`config.mk`:
```
export PLATFORM = sky130hd
export DESIGN_NAME = mult_seq_ctrl
export DESIGN_NICKNAME = d
export VERILOG_FILES = /design/src/rtl/mult_seq_ctrl.sv
export SDC_FILE = /design/constraint.sdc
export NUM_CORES = 1
export LEC_CHECK = 0
export ABC_AREA = 1
export CAP_MARGIN = 10
export CELL_PAD_IN_SITES_DETAIL_PLACEMENT = 1
export CELL_PAD_IN_SITES_GLOBAL_PLACEMENT = 2
export CORE_UTILIZATION = 36
export DETAILED_ROUTE_END_ITERATION = 8
export DONT_BUFFER_PORTS = 1
export HOLD_SLACK_MARGIN = 0.1
export PLACE_DENSITY_LB_ADDON = 0.1
export SYNTH_ARGS = -nofsm -noshare
export SYNTH_HDL_FRONTEND = slang
export SYNTH_SLANG_ARGS = --single-unit
```
`constraint.sdc`:
```
create_clock -name clk -period 2.5 [get_ports clk]
set_input_delay 0.125 -clock clk [delete_from_list [all_inputs] [get_ports clk]]
set_output_delay 0.125 -clock clk [all_outputs]
set_load 0.02 [all_outputs]
```
`src/rtl/mult_seq_ctrl.sv`:
```
// Sequencer and accumulator for a repeated-addition multiplier driving an external
// loadable down-counter. It cross-checks the counter against an internal shadow count.
module mult_seq_ctrl #(
  parameter int WIDTH = 16,
  parameter int PW    = 2 * WIDTH
) (
  input  logic             clk,
  input  logic             rst_n,
  input  logic             start,
  input  logic [WIDTH-1:0] a_in,
  input  logic [WIDTH-1:0] b_in,
  input  logic [WIDTH-1:0] cnt_in,
  output logic             ld,
  output logic             dec,
  output logic [WIDTH-1:0] cnt_din,
  output logic [PW-1:0]    product,
  output logic             busy,
  output logic             done,
  output logic             err
);

  typedef enum logic [2:0] {
    S_IDLE  = 3'd0,
    S_LOAD  = 3'd1,
    S_CHECK = 3'd2,
    S_ADD   = 3'd3,
    S_FIN   = 3'd4,
    S_ERR   = 3'd5
  } state_t;

  state_t           state_q, state_d;
  logic [WIDTH-1:0] a_q, a_d;
  logic [WIDTH-1:0] b_q, b_d;
  logic [WIDTH-1:0] iter_q, iter_d;
  logic [PW-1:0]    product_q, product_d;
  logic             err_q, err_d;
  logic [WIDTH-1:0] expected;

  // The counter should always read B minus the number of decrements issued.
  assign expected = b_q - iter_q;

  always_ff @(posedge clk or negedge rst_n) begin
    if (!rst_n) begin
      state_q   <= S_IDLE;
      a_q       <= '0;
      b_q       <= '0;
      iter_q    <= '0;
      product_q <= '0;
      err_q     <= 1'b0;
    end else begin
      state_q   <= state_d;
      a_q       <= a_d;
      b_q       <= b_d;
      iter_q    <= iter_d;
      product_q <= product_d;
      err_q     <= err_d;
    end
  end

  always_comb begin
    state_d   = state_q;
    a_d       = a_q;
    b_d       = b_q;
    iter_d    = iter_q;
    product_d = product_q;
    err_d     = err_q;
    case (state_q)
      S_IDLE: begin
        if (start) begin
          a_d       = a_in;
          b_d       = b_in;
          iter_d    = '0;
          product_d = '0;
          err_d     = 1'b0;
          state_d   = S_LOAD;
        end
      end
      S_LOAD:  state_d = S_CHECK;
      S_CHECK: begin
        if (cnt_in != expected) begin
          err_d   = 1'b1;
          state_d = S_ERR;
        end else if (cnt_in == '0) begin
          state_d = S_FIN;
        end else begin
          state_d = S_ADD;
        end
      end
      S_ADD: begin
        product_d = product_q + {{WIDTH{1'b0}}, a_q};
        iter_d    = iter_q + {{(WIDTH-1){1'b0}}, 1'b1};
        state_d   = S_CHECK;
      end
      S_FIN:   state_d = S_IDLE;
      S_ERR:   state_d = S_IDLE;
      default: state_d = S_IDLE;
    endcase
  end

  always_comb begin
    ld      = (state_q == S_LOAD);
    dec     = (state_q == S_ADD);
    done    = (state_q == S_FIN) || (state_q == S_ERR);
    busy    = (state_q != S_IDLE);
    cnt_din = b_q;
    product = product_q;
    err     = err_q;
  end

endmodule

```
Word level (Yosys, flattened, before mapping)
Cells that the tools add are included.

Input bits: 51. Register bits: 84. Memories: 0. Latch bits: 0. Output and inout port bits: 53. Bits in read-only memories: 0. Word-level logic and storage cells: 38. Bits in writable memories: 0.

Equal/unequal tests: 8. $mul: 0. Muxes and demuxes: 11. Shift operators: 0. Reduce and logical (&&, ||, !) cells: 10. Div/mod/pow operators: 0. Magnitude comparators: 0. Bitwise logic cells: 0. Add/sub/neg operators: 3.

Operators with widths (count): case mux 32 bit (2 select lines) (1); adder 32 x 16 -> 32 bit (1); two-way mux 32 bit (1); case mux 16 bit (2 select lines) (1); adder 16 x 1 -> 16 bit, second input constant (1); logical NOT 16 bit (1); two-way mux 16 bit (1); inequality test 16 bit (1); subtractor 16 bit (1); two-way mux 3 bit (3); case mux 3 bit (3 select lines) (1); == test 3 x 2 -> 1 bit, second input constant (2); == test 3 bit, second input constant (2); inequality test 2 bit, second input constant (2); AND reduction 2 bit (2); nonzero test 2 bit (2); == test 3 x 1 -> 1 bit, second input constant (1); logical NOT 3 bit (1); AND reduction 3 bit (1); nonzero test 3 bit (1); two-way mux 1 bit (2); case mux 1 bit (2 select lines) (1); OR reduction 2 bit (1); logical OR 1 bit (1).

Depth between registers and ports, before layout
Gate-level depths: netlist (run 1).

Word-level depth: 4. Mapped depth: 18. Gate-level depth less buffers: 18.

Least setup slack after synthesis (run 1)
No wires, ideal clock.

Path type: register -> register. Start point: reg b_q[0] (netlist: cnt_din[0]). End point: reg state_q[0]. Arrival time: 2147 ps. Required time: 2387 ps. Cell stages (with the launch flop): 16. Path slack: 241 ps. Clock period less this slack: 2259 ps. Buffers on the path: 0. Cell sequence: dfrtp_1 > inv_1 > ha_1 > fa_1 > inv_1 > nand2_1 > nand2_2 > nand3_2 > nand2_1 > nand2_1 > nand2_1 > xor3_1 > nor2_1 > nand3_1 > nand2_1 > inv_1.

Longest elaborated chain between the ends: 4.

RTL lines: from (decl) (RTL line 33) `logic [WIDTH-1:0] b_q, b_d;`; from (signal assigned) (RTL line 46) `b_q <= '0;`; from (signal assigned) (RTL line 53) `b_q <= b_d;`; subtractor 16 bit (RTL line 40) `assign expected = b_q - iter_q;`; inequality test 16 bit (RTL line 80) `if (cnt_in != expected) begin`; two-way mux 3 bit (RTL line 80); case mux 3 bit (3 select lines) (RTL line 67) `case (state_q)`; to (signal assigned) (RTL line 51) `state_q <= state_d;`; to (decl) (RTL line 31) `state_t state_q, state_d;`.

No other way between the ends. A chain may end at the register's enable or synchronous reset.

Worst setup path in the final report (run 1)
Start point: reg iter_q[0]. End point: reg state_q[0].

Longest elaborated chain between the ends: 4.

RTL lines: from (decl) (RTL line 34) `logic [WIDTH-1:0] iter_q, iter_d;`; from (signal assigned) (RTL line 54) `iter_q <= iter_d;`; subtractor 16 bit (RTL line 40); inequality test 16 bit (RTL line 80); two-way mux 3 bit (RTL line 80); case mux 3 bit (3 select lines) (RTL line 67).

No other way between the ends.

==> impl_summary.log, run 1 <==
[metrics] effective utilization at floorplan: 37.3%
[metrics] largest buffer count on any clock path: 2
[metrics] count of max-cap constraint violations: 0
[metrics] All-Layer GR Usage: 23.6%
[metrics] leakage power: 3.47 nW
[metrics] Final Routed Wirelength: 18.0 mm
[metrics] Clock power frac: 17.5%
[metrics] TritonCTS clock tree: built
[metrics] clock sink total: 84
[metrics] internal power: 4.15 mW
[metrics] vias after detailed routing: 5478
[metrics] Yosys warnings: 0
[metrics] startpoint class of the critical path: flop
[metrics] count of buffers inserted at the top-level ports: 0
[metrics] clock period minus final worst setup slack: 2.38 ns
[metrics] first-pass GRT wire length: 30.0 mm
[metrics] CP most frequent cell: nand2_1
[metrics] timing-limited maximum frequency: 420 MHz
[metrics] synthesized cell area: 0.00571 mm2
[metrics] stage delay of the slowest cell on the critical path: 0.42 ns
[metrics] worst clock skew on the final layout: 0.00728 ns
[metrics] TritonRoute pass-1 iters: 4
[metrics] core area: 0.0153 mm2
[metrics] area delta synth->final: 21.5%
[metrics] switching part of the total: 49.0%
[metrics] Mapped Nets: 901
[metrics] Detail Route Antenna Nets: 0
[metrics] leading area contributor after synthesis: dfrtp_1
[metrics] Worst path top cell family by delay: simple AND/OR/NAND/NOR gates
[metrics] Layout Nets: 968
[metrics] worst voltage drop across the vdd grid: 0.421 mV
[metrics] Comb pwr share: 56.6%
[metrics] clk slew on worst S/H paths: 0.07 ns
[metrics] worst hold-check path type: input port to flop
[metrics] fraction of synthesized cell area taken by the top area cell type: 36.8%
[metrics] TritonCTS Buffers: 9
[metrics] Pwr Density: 1170 mW/mm2
[metrics] sum of overflow across all layers after global routing: 0
[metrics] Placed Cells: 1043
[metrics] Filler cells: 1956
[metrics] H-Tree Depth: 3
[metrics] source-to-sink clock delay at the later pin of the worst-skew pair: 0.35 ns
[metrics] number of flops mapped to enable cells by yosys: 0
[metrics] multi-input combinational cell area: 0.00324 mm2
[metrics] accumulated negative setup slack: 0 ns
[metrics] RD Place Congestion: 0.925
[metrics] vias in the first global route: 5940
[metrics] startpoint of the lowest-slack hold path: cnt_in[14]
[metrics] clk root buf: clkbuf_16
[metrics] Worst Setup End Kind: flop
[metrics] flip-flop and latch area: 0.00210 mm2
[metrics] maximum number of pins on one net before global-route repair: 85
[metrics] ranking of synthesized cells by area: dfrtp_1, nand2_1, ha_1, inv_1, o21ai_0
[metrics] die outline height: 128 um
[metrics] top_reg_cell synth: dfrtp_1
[metrics] Sw Pwr: 3.99 mW
[metrics] crit path launch: iter_q[0]
[metrics] transition time at the pin with the least slew margin: 0.565 ns
[metrics] Critical Path AT: 2.63 ns
[metrics] routed length per instance: 16.4 um
[metrics] Detail Placement HPWL: 13.3 mm
[metrics] share of layout cells above drive strength 1: 11.3%
[metrics] unique cell type count in the Yosys netlist: 43
[metrics] unrepaired setup endpoints after global routing: yes
[metrics] Avg Inst Size Synth: 7.00 um2
[metrics] Worst Path Class, Setup: flop to flop
[metrics] Synth Instances: 816
[metrics] Yosys reg bits: 84
[metrics] final-report hold violation count: 0
[metrics] x dimension of the die: 128 um
[metrics] final max-slew violation count: 0
[metrics] reg-to-reg critical path startpoint: iter_q[0]
[metrics] non-filler instance count after layout: 1099
[metrics] worst path buffer plus inverter count: 2
[metrics] Final setup viols: 0
[metrics] share of power burned in registers: 25.9%
[metrics] post-route DRC violation count: 0
[metrics] tightest hold margin: 0.161 ns
[metrics] max-slew headroom at the worst pin: 62.3%
[metrics] Final Total Pwr: 8.14 mW
[metrics] area of the die: 0.0164 mm2
[metrics] result of the run: complete, no violations
[metrics] top fanout value on the critical path: 4
[metrics] Required @ worst endpoint: 2.75 ns
[metrics] portion of the post-synthesis area used by sequential elements: 36.8%
[metrics] number of vias per cell: 4.98
[metrics] # rows: 45
[metrics] cell type of the slowest stage on the worst timing path: dfrtp_1
[metrics] Period Utilization, post-route: 95.3%
[metrics] initial antenna violation count: 0
[metrics] Cell Chain, Critical Path: ha_4, fa_2, inv_2, nand2_2, nand2_4, nand3_2, nand2_1, nand2_1, nand2_1, xor3_1, nor2_1, nand3_1, nand2_1, inv_1
[metrics] antenna fix cells: 0
[metrics] Top Ports: 104
[metrics] proportion of synthesized flip-flops having asynchronous set or reset: 100%
[metrics] number of DRC markers after the initial detailed-route iteration: 185
## routing by layer
| layer | GRT usage [%] | up-vias | part of all wire (%) |
|---|---|---|---|
| li1 | - | 2763 | - |
| met1 | 28.6 | 2629 | 45 |
| met2 | 43.0 | 73 | 51 |
| met3 | 4.63 | 13 | 3.2 |
| met4 | 4.91 | 0 | 1.0 |
| met5 | 0 | - | 0 |
## power groups by stage
stage | Clock (mW) | Combinational [mW] | Sequential, mW
after global placement | 0 | 4.17 | 2.12
after floorplan | 0 | 2.93 | 2.23
after detailed placement | 0 | 4.31 | 2.13
after CTS | 1.47 | 4.44 | 2.11
after global routing | 1.52 | 5.22 | 2.16
final | 1.43 | 4.60 | 2.11
## worst min-delay path, cell delays in order
cell,delay [ns]
nor4_1,0.03
nand4_1,0.15
nand3_2,0.08
nand2_1,0.06
inv_1,0.03
## state kept, by name (all words and copies together) (netlist names)
register  count
state_q       3
a_q          16
product      32
cnt_din      16
err           1
iter_q       16
## path summary, 6_finish.rpt
kind	end	slack (ns)	depth (start not counted)
max	state_q[0]	0.12	14
min	state_q[2]	0.16	5
max reg2reg	state_q[0]	0.12	14
min reg2reg	a_q[9]	0.48	2
max in group asynchronous	cnt_din[9]	1.82	2
min in group asynchronous	product[7]	0.34	2
## placed cells by master (no fill, tap or decap), types with 13 or more instances in the layout
master         count
o21ai_0           51
ha_1              26
buf_4             35
nand4_1           13
dfrtp_1           84
nor2_1            59
a21oi_1           36
xnor2_1           13
inv_1             96
dlygate4sd3_1     34
nand2_1          268
nand3_1           46
## kinds of logic (layout without fill, tap and decap cells)
| logic type | count (synthesis) | count (layout) | synth area share, % |
|---|---|---|---|
| AOI/OAI and AO/OA | 123 | 123 | 11.8 |
| xor gates and xnor gates | 23 | 23 | 3.79 |
| adders and majority gates | 34 | 34 | 7.71 |
| buffers and inverters | 121 | 193 | 8.00 |
| DFF | 84 | 84 | 36.8 |
| and+or+nand+nor | 431 | 431 | 31.9 |
## synthesized netlist by cell type (2+ instances only)
cell type	count
nor2_1	61
clkbuf_1	7
nand2_2	7
o21ai_0	51
o21ai_1	9
and2_1	2
nand2_1	272
dfrtp_1	84
a31oi_1	4
o21a_1	2
nand3b_1	4
a21o_1	2
buf_1	5
nor3_2	2
xor2_1	9
buf_2	2
nand3_1	48
a21boi_1	2
nand3_2	2
nor4_1	5
ha_1	32
xnor2_1	13
a21oi_1	39
o22ai_1	4
a22oi_1	2
inv_1	99
inv_2	8
a22o_1	2
nor2_2	3
nor3_1	8
nand4_1	13
fa_1	2
## timing repair
action	in CTS	in global routing
hold buffers	35	0
buffers inserted	0	5
pin swaps	0	12
resized for setup	1	24
endpoints found under the setup margin	1	4
hold endpoints to repair	117	0
## cell type report
cell class	instances	share of cell area, %
multi-input combinational	611	46.6
clock inverter	7	1.17
clock buffer	9	3.24
inverter	107	5.79
tap	211	3.80
sequential	84	30.3
timing repair buffer	70	9.09
## stage by stage
step           util (%)  setup WS, ns  area (um2)
3_5_place_dp       40.2        0.0661        6150
6_report           45.3         0.118        6940
3_3_place_gp       40.2         0.154        6150
5_1_grt            45.3       -0.0755        6940
4_1_cts            44.6        0.0401        6830
2_1_floorplan         -         0.241        5710
No activity file was read; power rests on OpenSTA's default activity.
==> run 2, diff against run 1 <==
==> constraint.sdc (replaced) <==
create_clock -name clk -period 2.5 [get_ports clk]
set_input_delay 0.5 -clock clk [delete_from_list [all_inputs] [get_ports clk]]
set_output_delay 0.5 -clock clk [all_outputs]
set_load 0.02 [all_outputs]
==> run 2 against run 1 <==
Count of clock-buffer cells in the layout did not move. Design area down 4.8%. Combinational power fell by 0.9%. Power down 0.60%. Sequential power about the same. Die area stayed put. Wire length shrank 2.3%.
==> impl_summary.log, run 2 (same netlist as run 1, synthesis figures left out) <==
[metrics] result of the run: complete, no violations
[metrics] highest-count cells in the layout ignoring fill and taps: nand2_1, inv_1, dfrtp_1, nor2_1, o21ai_0
[metrics] startpoint class of the critical path: flop
[metrics] Worst Setup End Kind: flop
[metrics] routed length per instance: 16.5 um (+0.70%)
[metrics] final max-slew violation count: 0 (unchanged)
[metrics] x dimension of the die: 128 um (unchanged)
[metrics] All-Layer GR Usage: 23.0% (-0.58 points)
[metrics] stage delay of the slowest cell on the critical path: 0.43 ns (about the same)
[metrics] clk root buf: clkbuf_16
[metrics] die outline height: 128 um (unchanged)
[metrics] maximum number of pins on one net before global-route repair: 85 (unchanged)
[metrics] timing-limited maximum frequency: 420 MHz (about the same)
[metrics] count of buffers inserted at the top-level ports: 0 (unchanged)
[metrics] core area: 0.0153 mm2 (unchanged)
[metrics] Layout Nets: 935 (-3.4%)
[metrics] Filler cells: 1968 (+0.61%)
[metrics] TritonRoute pass-1 iters: 4 (unchanged)
[metrics] Period Utilization, post-route: 95.3% (about the same)
[metrics] startpoint of the lowest-slack hold path: a_in[6]
[metrics] worst path buffer plus inverter count: 2 (unchanged)
[metrics] leakage power: 3.33 nW (-4.0%)
[metrics] vias after detailed routing: 5331 (-2.7%)
[metrics] final instance area: 0.00661 mm2 (-4.8%)
[metrics] reg-to-reg critical path startpoint: iter_q[0]
[metrics] vias in the first global route: 5761 (-3.0%)
[metrics] source-to-sink clock delay at the later pin of the worst-skew pair: 0.35 ns (about the same)
[metrics] cell area after placement: 0.00615 mm2 (unchanged)
[metrics] largest buffer count on any clock path: 2 (unchanged)
[metrics] number of flip-flops under the largest register name: 32 (unchanged)
[metrics] unrepaired setup endpoints after global routing: yes
[metrics] # rows: 45 (unchanged)
[metrics] area delta synth->final: 15.8%
[metrics] multi-input combinational cell area: 0.00324 mm2 (unchanged)
[metrics] most common cell after layout, fill and taps aside: nand2_1
[metrics] clock period minus final worst setup slack: 2.38 ns (-0.000301 ns)
[metrics] Top Ports: 104 (unchanged)
[metrics] area of the die: 0.0164 mm2 (unchanged)
[metrics] flip-flop and latch area: 0.00210 mm2 (unchanged)
[metrics] share of layout cells above drive strength 1: 11.7% (+0.43 points)
[metrics] Critical Path AT: 2.63 ns (about the same)
[metrics] max-slew headroom at the worst pin: 61.9% (-0.47 points)
[metrics] antenna fix cells: 0 (unchanged)
[metrics] Worst Path Class, Setup: flop to flop
[metrics] CP most frequent cell: nand2_1
[metrics] initial antenna violation count: 0 (unchanged)
[metrics] Cell Chain, Critical Path: ha_4, fa_2, inv_2, nand2_2, nand2_4, nand3_2, nand2_1, nand2_1, nand2_1, xor3_1, nor2_1, nand3_1, nand2_1, inv_1
[metrics] Final Total Pwr: 8.09 mW (-0.60%)
[metrics] number of vias per cell: 5.00 (+0.33%)
[metrics] count of max-cap constraint violations: 0 (unchanged)
[metrics] final-report hold violation count: 0 (unchanged)
[metrics] Detail Route Antenna Nets: 0 (unchanged)
[metrics] sum of overflow across all layers after global routing: 0 (unchanged)
[metrics] number of DRC markers after the initial detailed-route iteration: 192 (+3.8%)
[metrics] Required @ worst endpoint: 2.75 ns (about the same)
[metrics] H-Tree Depth: 3 (unchanged)
[metrics] clk slew on worst S/H paths: 0.07 ns (about the same)
[metrics] Pwr Density: 1220 mW/mm2 (+4.4%)
[metrics] Post-Place Worst Slack: 0.0661 ns (unchanged)
[metrics] Detail Placement HPWL: 13.3 mm (unchanged)
[metrics] top fanout value on the critical path: 4 (unchanged)
[metrics] Final Routed Wirelength: 17.6 mm (-2.3%)
[metrics] TritonCTS clock tree: built
[metrics] crit path launch: iter_q[0]
[metrics] worst hold-check path type: input port to flop
[metrics] TritonCTS Buffers: 9 (unchanged)
[metrics] clock sink total: 84 (unchanged)
[metrics] transition time at the pin with the least slew margin: 0.572 ns (+0.00704 ns)
[metrics] effective utilization at floorplan: 37.3% (unchanged)
[metrics] RD Place Congestion: 0.925 (unchanged)
[metrics] worst clock skew on the final layout: 0.00789 ns (+0.000604 ns)
[metrics] cell type of the slowest stage on the worst timing path: dfrtp_1
[metrics] post-route DRC violation count: 0 (unchanged)
[metrics] setup slack of the critical path after layout: 0.118 ns (+0.000301 ns)
[metrics] Final setup viols: 0 (unchanged)
[metrics] first-pass GRT wire length: 29.3 mm (-2.5%)
[metrics] worst voltage drop across the vdd grid: 0.417 mV (-0.94%)
[metrics] Worst path top cell family by delay: simple AND/OR/NAND/NOR gates
[run 2: changes by cell type in the layout (fill, tap and decap cells not counted), sizes merged]
cell	delta
dlygate4sd3	-33
[run 2: worst paths after layout]
kind	endpoint	slack [ns]	cells after the start
worst max-delay path	state_q[0]	0.12	14
worst min-delay path	a_q[6]	0.26	2
worst max register to register	state_q[0]	0.12	14
worst min register to register	a_q[9]	0.48	2
max in group asynchronous	cnt_din[9]	1.44	2
min in group asynchronous	product[7]	0.71	2
[run 2: power breakdown]
group	switching (mW)	total [mW]	internal, mW
clock network	0.635	1.43	0.793
registers	0.381	2.11	1.73
logic	2.96	4.56	1.60
[run 2: cell type report]
type	instances	area share, %
inverter	107	6.08
clock buffer	9	3.41
tap	211	3.99
timing repair buffer	37	4.54
sequential	84	31.8
clock inverter	7	1.23
multi-input combinational	611	48.9
[run 2: timing repair]
action | in CTS | in global routing
setup endpoints to repair | 1 | 4
setup buffers | 0 | 5
gates resized for setup | 1 | 24
hold buffers | 2 | 0
endpoints found under the hold margin | 84 | 0
pin swaps | 0 | 12
[run 2: worst reg2reg max path, stage by stage, from the launching register on]
cell,delay [ns]
dfrtp_1,0.43
ha_4,0.19
fa_2,0.39
inv_2,0.08
nand2_2,0.07
nand2_4,0.10
nand3_2,0.07
nand2_1,0.12
nand2_1,0.06
nand2_1,0.07
xor3_1,0.21
nor2_1,0.27
nand3_1,0.12
nand2_1,0.07
inv_1,0.03
[run 2: routing by layer]
| metal | GRT usage, % | part of all wire [%] | wire length [um] |
|---|---|---|---|
| met1 | 28.1 | 45 | 7970 |
| met2 | 41.6 | 50 | 8890 |
| met3 | 4.67 | 3.4 | 604 |
| met4 | 4.57 | 0.85 | 150 |
| met5 | 0 | 0 | 0 |
[run 2: metrics by stage]
stage	setup TNS (ns)	utilization [%]	cells	hold WS [ns]
after floorplan	0	-	816	0.204
after global placement	0	40.2	1043	0.207
after detailed placement	0	40.2	1043	0.207
after CTS	0	42.4	1061	0.247
after global routing	-0.196	43.2	1066	0.264
final	0	43.2	1066	0.257
